## src/rtl/proj_scan_pkg.sv

```systemverilog
// Shared types and constants for the projection truth-table scanner.
package proj_scan_pkg;

    localparam int NUM_INPUTS_DEF = 14;
    localparam int WORD_W_DEF     = 32;

    // CRC-32 polynomial used by the optional output-word signature.
    localparam logic [31:0] MISR_POLY = 32'h04C11DB7;

    typedef enum logic [1:0] {
        ST_IDLE  = 2'd0,
        ST_SCAN  = 2'd1,
        ST_DRAIN = 2'd2,
        ST_DONE  = 2'd3
    } state_e;

    function automatic int words_per_scan(input int num_inputs, input int word_w);
        return (1 << num_inputs) / word_w;
    endfunction

endpackage

```

## src/rtl/proj_scan_packer.sv

```systemverilog
// Truth-table word packer: bit accumulator, output word register and
// valid/ready handling including the word-completion stall.
module proj_scan_packer
    import proj_scan_pkg::*;
#(
    parameter int WORD_W = WORD_W_DEF
) (
    input  logic                      clk,
    input  logic                      rst_n,
    input  logic                      clear,
    input  logic                      sample_en,
    input  logic [$clog2(WORD_W)-1:0] bit_idx,
    input  logic                      y,
    input  logic                      out_ready,
    output logic                      advance,
    output logic                      handshake,
    output logic [WORD_W-1:0]         out_data,
    output logic                      out_valid
);

    localparam int IDX_W = $clog2(WORD_W);
    localparam logic [IDX_W-1:0] LAST_IDX = IDX_W'(WORD_W - 1);

    logic [WORD_W-1:0] acc_q, acc_d;
    logic [WORD_W-1:0] data_q, data_d;
    logic              valid_q, valid_d;
    logic [WORD_W-1:0] word_now;
    logic              last_bit;
    logic              load;

    always_comb begin
        last_bit  = (bit_idx == LAST_IDX);
        handshake = valid_q && out_ready;
        // A completing word may only land if the register is free or being emptied now.
        advance   = sample_en && !(last_bit && valid_q && !out_ready);
        load      = advance && last_bit;

        word_now          = acc_q;
        word_now[bit_idx] = y;

        acc_d   = acc_q;
        data_d  = data_q;
        valid_d = valid_q;

        if (clear) begin
            acc_d = '0;
        end else if (advance) begin
            acc_d = word_now;
        end

        if (load) begin
            data_d  = word_now;
            valid_d = 1'b1;
        end else if (handshake) begin
            valid_d = 1'b0;
        end
    end

    always_ff @(posedge clk or negedge rst_n) begin
        if (!rst_n) begin
            acc_q   <= '0;
            data_q  <= '0;
            valid_q <= 1'b0;
        end else begin
            acc_q   <= acc_d;
            data_q  <= data_d;
            valid_q <= valid_d;
        end
    end

    assign out_data  = data_q;
    assign out_valid = valid_q;

endmodule

```

## src/rtl/projection_truth_scanner.sv

```systemverilog
// Exhaustive stimulus/capture stage for a single-output projection block.
// Optional PROJ_SCANNER_SIGNATURE_EN adds a 32-bit MISR over emitted words.
module projection_truth_scanner
    import proj_scan_pkg::*;
#(
    parameter int NUM_INPUTS = NUM_INPUTS_DEF,
    parameter int WORD_W     = WORD_W_DEF
) (
    input  logic                  clk,
    input  logic                  rst_n,
    input  logic                  start,
    output logic [NUM_INPUTS-1:0] x_o,
    input  logic                  y_i,
    output logic [WORD_W-1:0]     out_data,
    output logic                  out_valid,
    input  logic                  out_ready,
    output logic                  busy,
    output logic                  done,
    output logic [NUM_INPUTS:0]   ones_count
`ifdef PROJ_SCANNER_SIGNATURE_EN
    ,
    output logic [31:0]           signature
`endif
);

    localparam int IDX_W = $clog2(WORD_W);
    localparam logic [NUM_INPUTS-1:0] PAT_ONE = NUM_INPUTS'(1);

    state_e                state_q, state_d;
    logic [NUM_INPUTS-1:0] pattern_q, pattern_d;
    logic [NUM_INPUTS:0]   ones_q, ones_d;
    logic                  busy_q, busy_d;
    logic                  done_q, done_d;
    logic                  clear;
    logic                  sample_en;
    logic                  advance;
    logic                  handshake;

    always_comb begin
        state_d   = state_q;
        pattern_d = pattern_q;
        ones_d    = ones_q;
        clear     = 1'b0;
        sample_en = (state_q == ST_SCAN);

        case (state_q)
            ST_IDLE: begin
                if (start) begin
                    state_d   = ST_SCAN;
                    pattern_d = '0;
                    ones_d    = '0;
                    clear     = 1'b1;
                end
            end
            ST_SCAN: begin
                if (advance) begin
                    ones_d = ones_q + {{NUM_INPUTS{1'b0}}, y_i};
                    // The all-ones pattern is the last one; its word has just been loaded.
                    if (&pattern_q) begin
                        state_d = ST_DRAIN;
                    end else begin
                        pattern_d = pattern_q + PAT_ONE;
                    end
                end
            end
            ST_DRAIN: begin
                if (handshake) begin
                    state_d = ST_DONE;
                end
            end
            ST_DONE: begin
                state_d = ST_IDLE;
            end
            default: begin
                state_d = ST_IDLE;
            end
        endcase

        busy_d = (state_d != ST_IDLE);
        done_d = (state_d == ST_DONE);
    end

    always_ff @(posedge clk or negedge rst_n) begin
        if (!rst_n) begin
            state_q   <= ST_IDLE;
            pattern_q <= '0;
            ones_q    <= '0;
            busy_q    <= 1'b0;
            done_q    <= 1'b0;
        end else begin
            state_q   <= state_d;
            pattern_q <= pattern_d;
            ones_q    <= ones_d;
            busy_q    <= busy_d;
            done_q    <= done_d;
        end
    end

    proj_scan_packer #(
        .WORD_W (WORD_W)
    ) u_packer (
        .clk       (clk),
        .rst_n     (rst_n),
        .clear     (clear),
        .sample_en (sample_en),
        .bit_idx   (pattern_q[IDX_W-1:0]),
        .y         (y_i),
        .out_ready (out_ready),
        .advance   (advance),
        .handshake (handshake),
        .out_data  (out_data),
        .out_valid (out_valid)
    );

    assign x_o        = pattern_q;
    assign busy       = busy_q;
    assign done       = done_q;
    assign ones_count = ones_q;

`ifdef PROJ_SCANNER_SIGNATURE_EN
    logic [31:0] sig_q, sig_d;

    // Shift with CRC feedback, then fold the word in 32-bit slices.
    function automatic logic [31:0] misr_step(input logic [31:0] s, input logic [WORD_W-1:0] d);
        logic [31:0] r;
        r = {s[30:0], 1'b0} ^ (s[31] ? MISR_POLY : 32'h0);
        for (int i = 0; i < WORD_W; i++) begin
            r[i % 32] = r[i % 32] ^ d[i];
        end
        return r;
    endfunction

    always_comb begin
        sig_d = sig_q;
        if (clear) begin
            sig_d = '0;
        end else if (handshake) begin
            sig_d = misr_step(sig_q, out_data);
        end
    end

    always_ff @(posedge clk or negedge rst_n) begin
        if (!rst_n) begin
            sig_q <= '0;
        end else begin
            sig_q <= sig_d;
        end
    end

    assign signature = sig_q;
`endif

endmodule

```

## config.mk

```make
export PLATFORM = sky130hd
export DESIGN_NAME = projection_truth_scanner
export DESIGN_NICKNAME = d
export VERILOG_FILES = /design/src/rtl/proj_scan_pkg.sv /design/src/rtl/proj_scan_packer.sv /design/src/rtl/projection_truth_scanner.sv
export SDC_FILE = /design/constraint.sdc
export NUM_CORES = 1
export LEC_CHECK = 0
export CELL_PAD_IN_SITES_DETAIL_PLACEMENT = 0
export CELL_PAD_IN_SITES_GLOBAL_PLACEMENT = 1
export CORE_MARGIN = 3
export CORE_UTILIZATION = 38
export CTS_CLUSTER_DIAMETER = 150
export DETAILED_ROUTE_END_ITERATION = 8
export MAX_ROUTING_LAYER = met4
export PLACE_DENSITY_LB_ADDON = 0.1
export SYNTH_ARGS = -nofsm -noshare
export SYNTH_HDL_FRONTEND = slang
export SYNTH_HIERARCHICAL = 1
export SYNTH_SLANG_ARGS = --single-unit
```

## constraint.sdc

```tcl
create_clock -name clk -period 2.6 [get_ports clk]
set_input_delay 0.52 -clock clk [delete_from_list [all_inputs] [get_ports clk]]
set_output_delay 0.52 -clock clk [all_outputs]
set_load 0.02 [all_outputs]
```

Word-level counts from Yosys, hierarchy flattened
Index checks and enable logic that the tools add are counted.
{ "classes": {"eq_ne": 8, "add_sub_neg": 2, "n_lt_le_gt_ge": 2, "reduce_logical": 16, "muxes": 21} }
{ "op_table": {"columns": ["operator", "count"], "rows": [
  ["$mux 32", 2],
  ["$mux 14", 3],
  ["$bwmux 32", 1],
  ["$mux 15", 2],
  ["$pmux 15 s2", 1],
  ["$pmux 14 s2", 1],
  ["$add 15x1->15", 1],
  ["$add 14x1->14 const B", 1],
  ["$reduce_and 14->1", 1],
  ["$mux 2", 4],
  ["$pmux 2 s4", 1],
  ["$reduce_bool 2->1", 4],
  ["$eq 2x2->1 const B", 3],
  ["$logic_and 1x1->1", 6],
  ["$lt 5x6->1 const B", 1],
  ["$ne 2x2->1 const B", 3],
  ["$demux 1 s5", 1],
  ["$eq 5x5->1 const B", 1],
  ["$ge 5x1->1 const B", 1],
  ["$mux 1", 5],
  ["$reduce_and 4->1", 1],
  ["$reduce_and 3->1", 1],
  ["$eq 2x1->1 const B", 1],
  ["$logic_not 1->1", 2],
  ["$logic_not 2->1", 1]
]} }
{ "totals": {"word_cells": 57, "reg_bits": 98, "out_inout_bits": 64} }

Depth between registers and ports, before layout
{ "depth": {"ltp_word": 8, "ltp_mapped": 10} }

Cells and area by module
Netlist, hierarchy kept.
{ "by_module_without_submodules": {"columns": ["mod", "instances", "cells_per_inst", "area_each_um2"], "rows": [
  ["proj_scan_packer", 1, 309, 3051.7],
  ["projection_truth_scanner", 1, 185, 1760.4]
]} }

Worst setup path after synthesis
OpenSTA, ideal clock, no wires.
{ "synth_timing": {"kind": "register -> register", "from": "reg state_q[1]", "to": "reg pattern_q[11] (netlist: x_o[11])", "t_required_ns": 2.520, "t_arrival_ns": 2.399, "path_slack_ns": 0.121, "period_less_slack_ns": 2.479, "setup_ns": 0.080, "stages_incl_launch_ff": 10, "n_path_buf": 2, "cell_sequence": "dfrtp_1 clkbuf_1 nand2b_1 inv_1 buf_2 o31a_1 nand4_1 or4_4 or4_1 a21oi_1"} }
{ "synth_between": {"elab_chain_len": 4} }
{ "synth_lines": {"columns": ["element", "line_no", "rtl"], "rows": [
  ["from (decl)", "projection_truth_scanner.sv:29", "state_e state_q, state_d;"],
  ["from (signal assigned)", "projection_truth_scanner.sv:91", "state_q <= state_d;"],
  ["$eq 2x1->1", "projection_truth_scanner.sv:44", "sample_en = (state_q == ST_SCAN);"],
  ["named net sample_en", "projection_truth_scanner.sv:35", "logic sample_en;"],
  ["$logic_and 1x1->1", "proj_scan_packer.sv:35", "advance = sample_en && !(last_bit && valid_q && !out_ready);"],
  ["named net advance", "projection_truth_scanner.sv:36", "logic advance;"],
  ["$ne 2x2->1 (no source line)", null, null],
  ["$reduce_and 4->1 (no source line)", null, null],
  ["to (signal assigned)", "projection_truth_scanner.sv:92", "pattern_q <= pattern_d;"],
  ["to (decl)", "projection_truth_scanner.sv:30", "logic [NUM_INPUTS-1:0] pattern_q, pattern_d;"]
]} }
The timed path passes the listed nets, and every way through them passes these cells.
A chain may end at the register's enable or synchronous reset.

Final worst setup path
{ "layout_timing": {"from": "in out_ready", "to": "reg pattern_q[11] (netlist: x_o[11])"} }
{ "layout_between": {"elab_chain_len": 6} }
{ "layout_lines": {"columns": ["element", "line_no", "rtl"], "rows": [
  ["from (decl)", "projection_truth_scanner.sv:16", "input logic out_ready,"],
  ["$logic_not 1->1", "proj_scan_packer.sv:35", null],
  ["$logic_and 1x1->1", "proj_scan_packer.sv:35", null],
  ["$logic_not 1->1", "proj_scan_packer.sv:35", null],
  ["$logic_and 1x1->1", "proj_scan_packer.sv:35", null],
  ["named net advance", "projection_truth_scanner.sv:36", null],
  ["$ne 2x2->1 (no source line)", null, null],
  ["$reduce_and 4->1 (no source line)", null, null]
]} }
The timed path passes the listed nets, and every way through them passes these cells.

==> key figures <==
STA
  – Unrepaired setup endpoints after global routing: false
  – Final hold slack: 181.0 ps
  – Crit path time final: about 2400 ps
  – Actual slew at the worst max-slew pin: 697.4 ps
  – Setup WS post-layout: 181.7 ps
  – Period utilization: 93.01%
  – F_max: 413.5 MHz
  – Max Slew Vio Count: 0
  – Relative slew slack: between 50 and 60%
  – Final Hold Fails: 0
  – Final Setup Violations: 0
  – Worst Clk Skew: 4.862 ps

Synthesis
  – Synth area leader: dfrtp_1
  – Number of synthesis warnings: 6
  – Most frequent cells after synthesis: dfrtp_1, o21ai_0, nand3_1
  – Gate Count Post-Synth: 494
  – Asr flop ratio synth: between 90% and 100%
  – Post-Syn Area: a little under 0.005 mm^2
  – Synth top area share: 50.44%
  – Post-synthesis register bit count: between 90 and 100
  – Synth cell types: 48
  – Primary FF master, synth: dfrtp_1
  – Number of enable flip-flop cells after synthesis: 0
  – Largest cells by area after synthesis: dfrtp_1, mux2i_1, o21ai_0, nand3_1, a21oi_1
  – Seq/Total Area, Yosys: 50.44%
  – Syn nets: about 500
  – Most frequent cell after synthesis: dfrtp_1
  – Syn Area/Cell: 9.741 um^2

Place
  – Post-Place Cells: 728
  – Setup WS pre-CTS: -196.1 ps
  – Routability cong.: ~0.8
  – # port buffers: 68
  – Post-DP HPWL: roughly 8300 um

Die
  – Rows: 40
  – Core area: 0.01221 mm^2
  – Die Width: 118.5 um
  – Die area: 0.01405 mm^2
  – Starting Density: just under 40%
  – IO Count: 69
  – Die H: ~120 um

Global route
  – Pin count of the biggest net entering global routing: 46
  – Vias in the first global route: about 4000
  – Total GRT Usage: 18.91%
  – Antenna violations before repair: 0
  – First-pass GRT wire length: around 21000 um
  – Global route overflow: 0

Power
  – Total power: 5724 uW
  – Peak VDD IR: 0.0004831 V
  – Switch Pwr: 2099 uW
  – PwrDens: between 900 and 1000 mW/mm^2
  – Clock power frac: 25.7%
  – Sw frac: 36.67%
  – Comb power frac: around 37%
  – Cell-internal power: roughly 3600 uW
  – Lkg Pwr: 0.002585 uW
  – Seq pwr share: approximately 37%

Route
  – Routed WL per cell: around 17 um
  – First-pass DRT Iterations: 4
  – DR vias: 3976
  – Antenna-violating nets left: 0
  – 1st-iter DRT viols: 145
  – Drt total wl: ~12000 um
  – Remaining DRCs: 0
  – Vias per cell: 5.344

Status
  – Status: finished clean

Setup path
  – Slowest CP cell: or4_4
  – WS Path Type: in -> reg
  – Crit path launch type: input port
  – Required @ worst endpoint: 2870 ps
  – Delay-heaviest family, CP: simple AND/OR/NAND/NOR gates
  – WP buf/inv: 1
  – FF-to-FF Start: x_o[1]
  – Crit path max fanout: 4
  – CP endpoint kind: register
  – Reg-to-Reg End: state_q[0]
  – Crit-path cells: clkdlybuf4s50_1 > nand2b_1 > o31a_1 > nand4_1 > or4_4 > or4_1 > a21oi_1
  – Max incr delay on CP: 540 ps
  – CP arrival: 2690 ps
  – Worst reg-to-reg path cell count: 6
  – Flop2flop setup slack: approximately 350 ps

Layout
  – Total Nets Final: 579
  – Layout cells sized above 1: 10.76%
  – Filler Cells Inserted: roughly 1200
  – Non-filler instance count after layout: 744
  – P&R area growth vs syn: 27.80%
  – ANT cells: 0
  – Final Util: 50.36%

Clocking
  – CTS tree: built
  – Hold Buf Count CTS: 0
  – Num CTS Buffers: 9
  – Clk_lat worst skew: 350 ps
  – CTS resizes: 0
  – Root buffer cell: clkbuf_16
  – Clk sinks: a little under 100
  – Worst-path clk slew: 60 ps
  – Clock Path Buffers: 2
  – CTS H-tree lvls: 3
  – Post-CTS Setup Inserts: 0

Job
  – Max Cap Viol: 0

Hold path
  – Path type of the worst min-delay path: in -> async
==> through the flow <==
stage,TNS [ps],area (um^2)
after CTS,0,6138
after global placement,-357.4,5807
final,0,6150
after global routing,0,6150
after detailed placement,-652.6,5807
after floorplan,0,4812
==> cell families (layout without fill, tap and decap cells) <==
family                     count (synthesis)  in the layout  share of synthesized area [%]
AOI/OAI and AO/OA                        130            130                          15.24
xor gates and xnor gates                   6              6                          1.092
adders and majority gates                  3              3                         0.7801
buffers and inverters                     68            150                          6.058
DFF                                       97             97                          50.44
muxes                                     34             34                          7.098
and+or+nand+nor                          156            156                          19.29
==> power groups by stage <==
stage	registers (uW)	clock network, uW	logic (uW)
after global routing	2190	1570	2330
after global placement	2150	0	2120
after detailed placement	2160	0	2130
after CTS	2130	1520	2140
after floorplan	2400	0	966
final	2130	1470	2120
==> layout by cell type (no fill, tap or decap), types with 7 or more instances in the layout <==
master	instances
o31ai_1	7
nand2_1	25
dfrtp_1	97
buf_4	28
or3_1	7
clkdlybuf4s50_1	67
inv_1	36
nor3_1	8
o21ai_0	60
mux2i_1	33
clkbuf_16	9
nand3_1	43
nor2_1	12
a21oi_1	41
==> layer usage <==
metal	routed length, um	vias up	global-route usage (%)
li1	-	1919	-
met1	5646	1928	24.47
met2	5879	112	29.80
met3	516	17	2.632
met4	287	0	8.182
met5	0	-	-
==> flip-flops by register name (all words and copies together), names as in the netlist <==
| register | cells |
|---|---|
| ones_count | 15 |
| state_q | 2 |
| u_packer/out_data | 32 |
| u_packer/out_valid | 1 |
| done | 1 |
| busy | 1 |
| u_packer/acc_q | 31 |
| x_o | 14 |
==> worst max-delay path by stage <==
| stage | from | slack [ps] | cells past startpoint | endpoint |
|---|---|---|---|---|
| after floorplan | state_q[1] | 120 | 9 | x_o[11] |
| after global placement | out_ready | -130 | 7 | x_o[11] |
| after detailed placement | out_ready | -200 | 7 | ones_count[14] |
| after CTS | out_ready | 170 | 7 | ones_count[14] |
| after global routing | out_ready | 30 | 7 | ones_count[14] |
| final | out_ready | 180 | 7 | x_o[11] |
==> layout make-up <==
| type | count | area (um^2) | share of cell area, % |
|---|---|---|---|
| timing repair buffer | 98 | 940.9 | 15.30 |
| clock inverter | 4 | 75.07 | 1.221 |
| tap | 168 | 210.2 | 3.418 |
| clock buffer | 12 | 256.5 | 4.171 |
| multi-input combinational | 329 | 2105 | 34.22 |
| inverter | 36 | 135.1 | 2.197 |
| sequential | 97 | 2427 | 39.47 |
==> worst register-to-register path: stages (launching register included) <==
cell     delay [ps]
dfrtp_1         460
ha_1            260
nand4_1         200
buf_4           220
nor3_1          530
a21oi_1         130
or3_1           330
(Power assumes the default switching activity.)
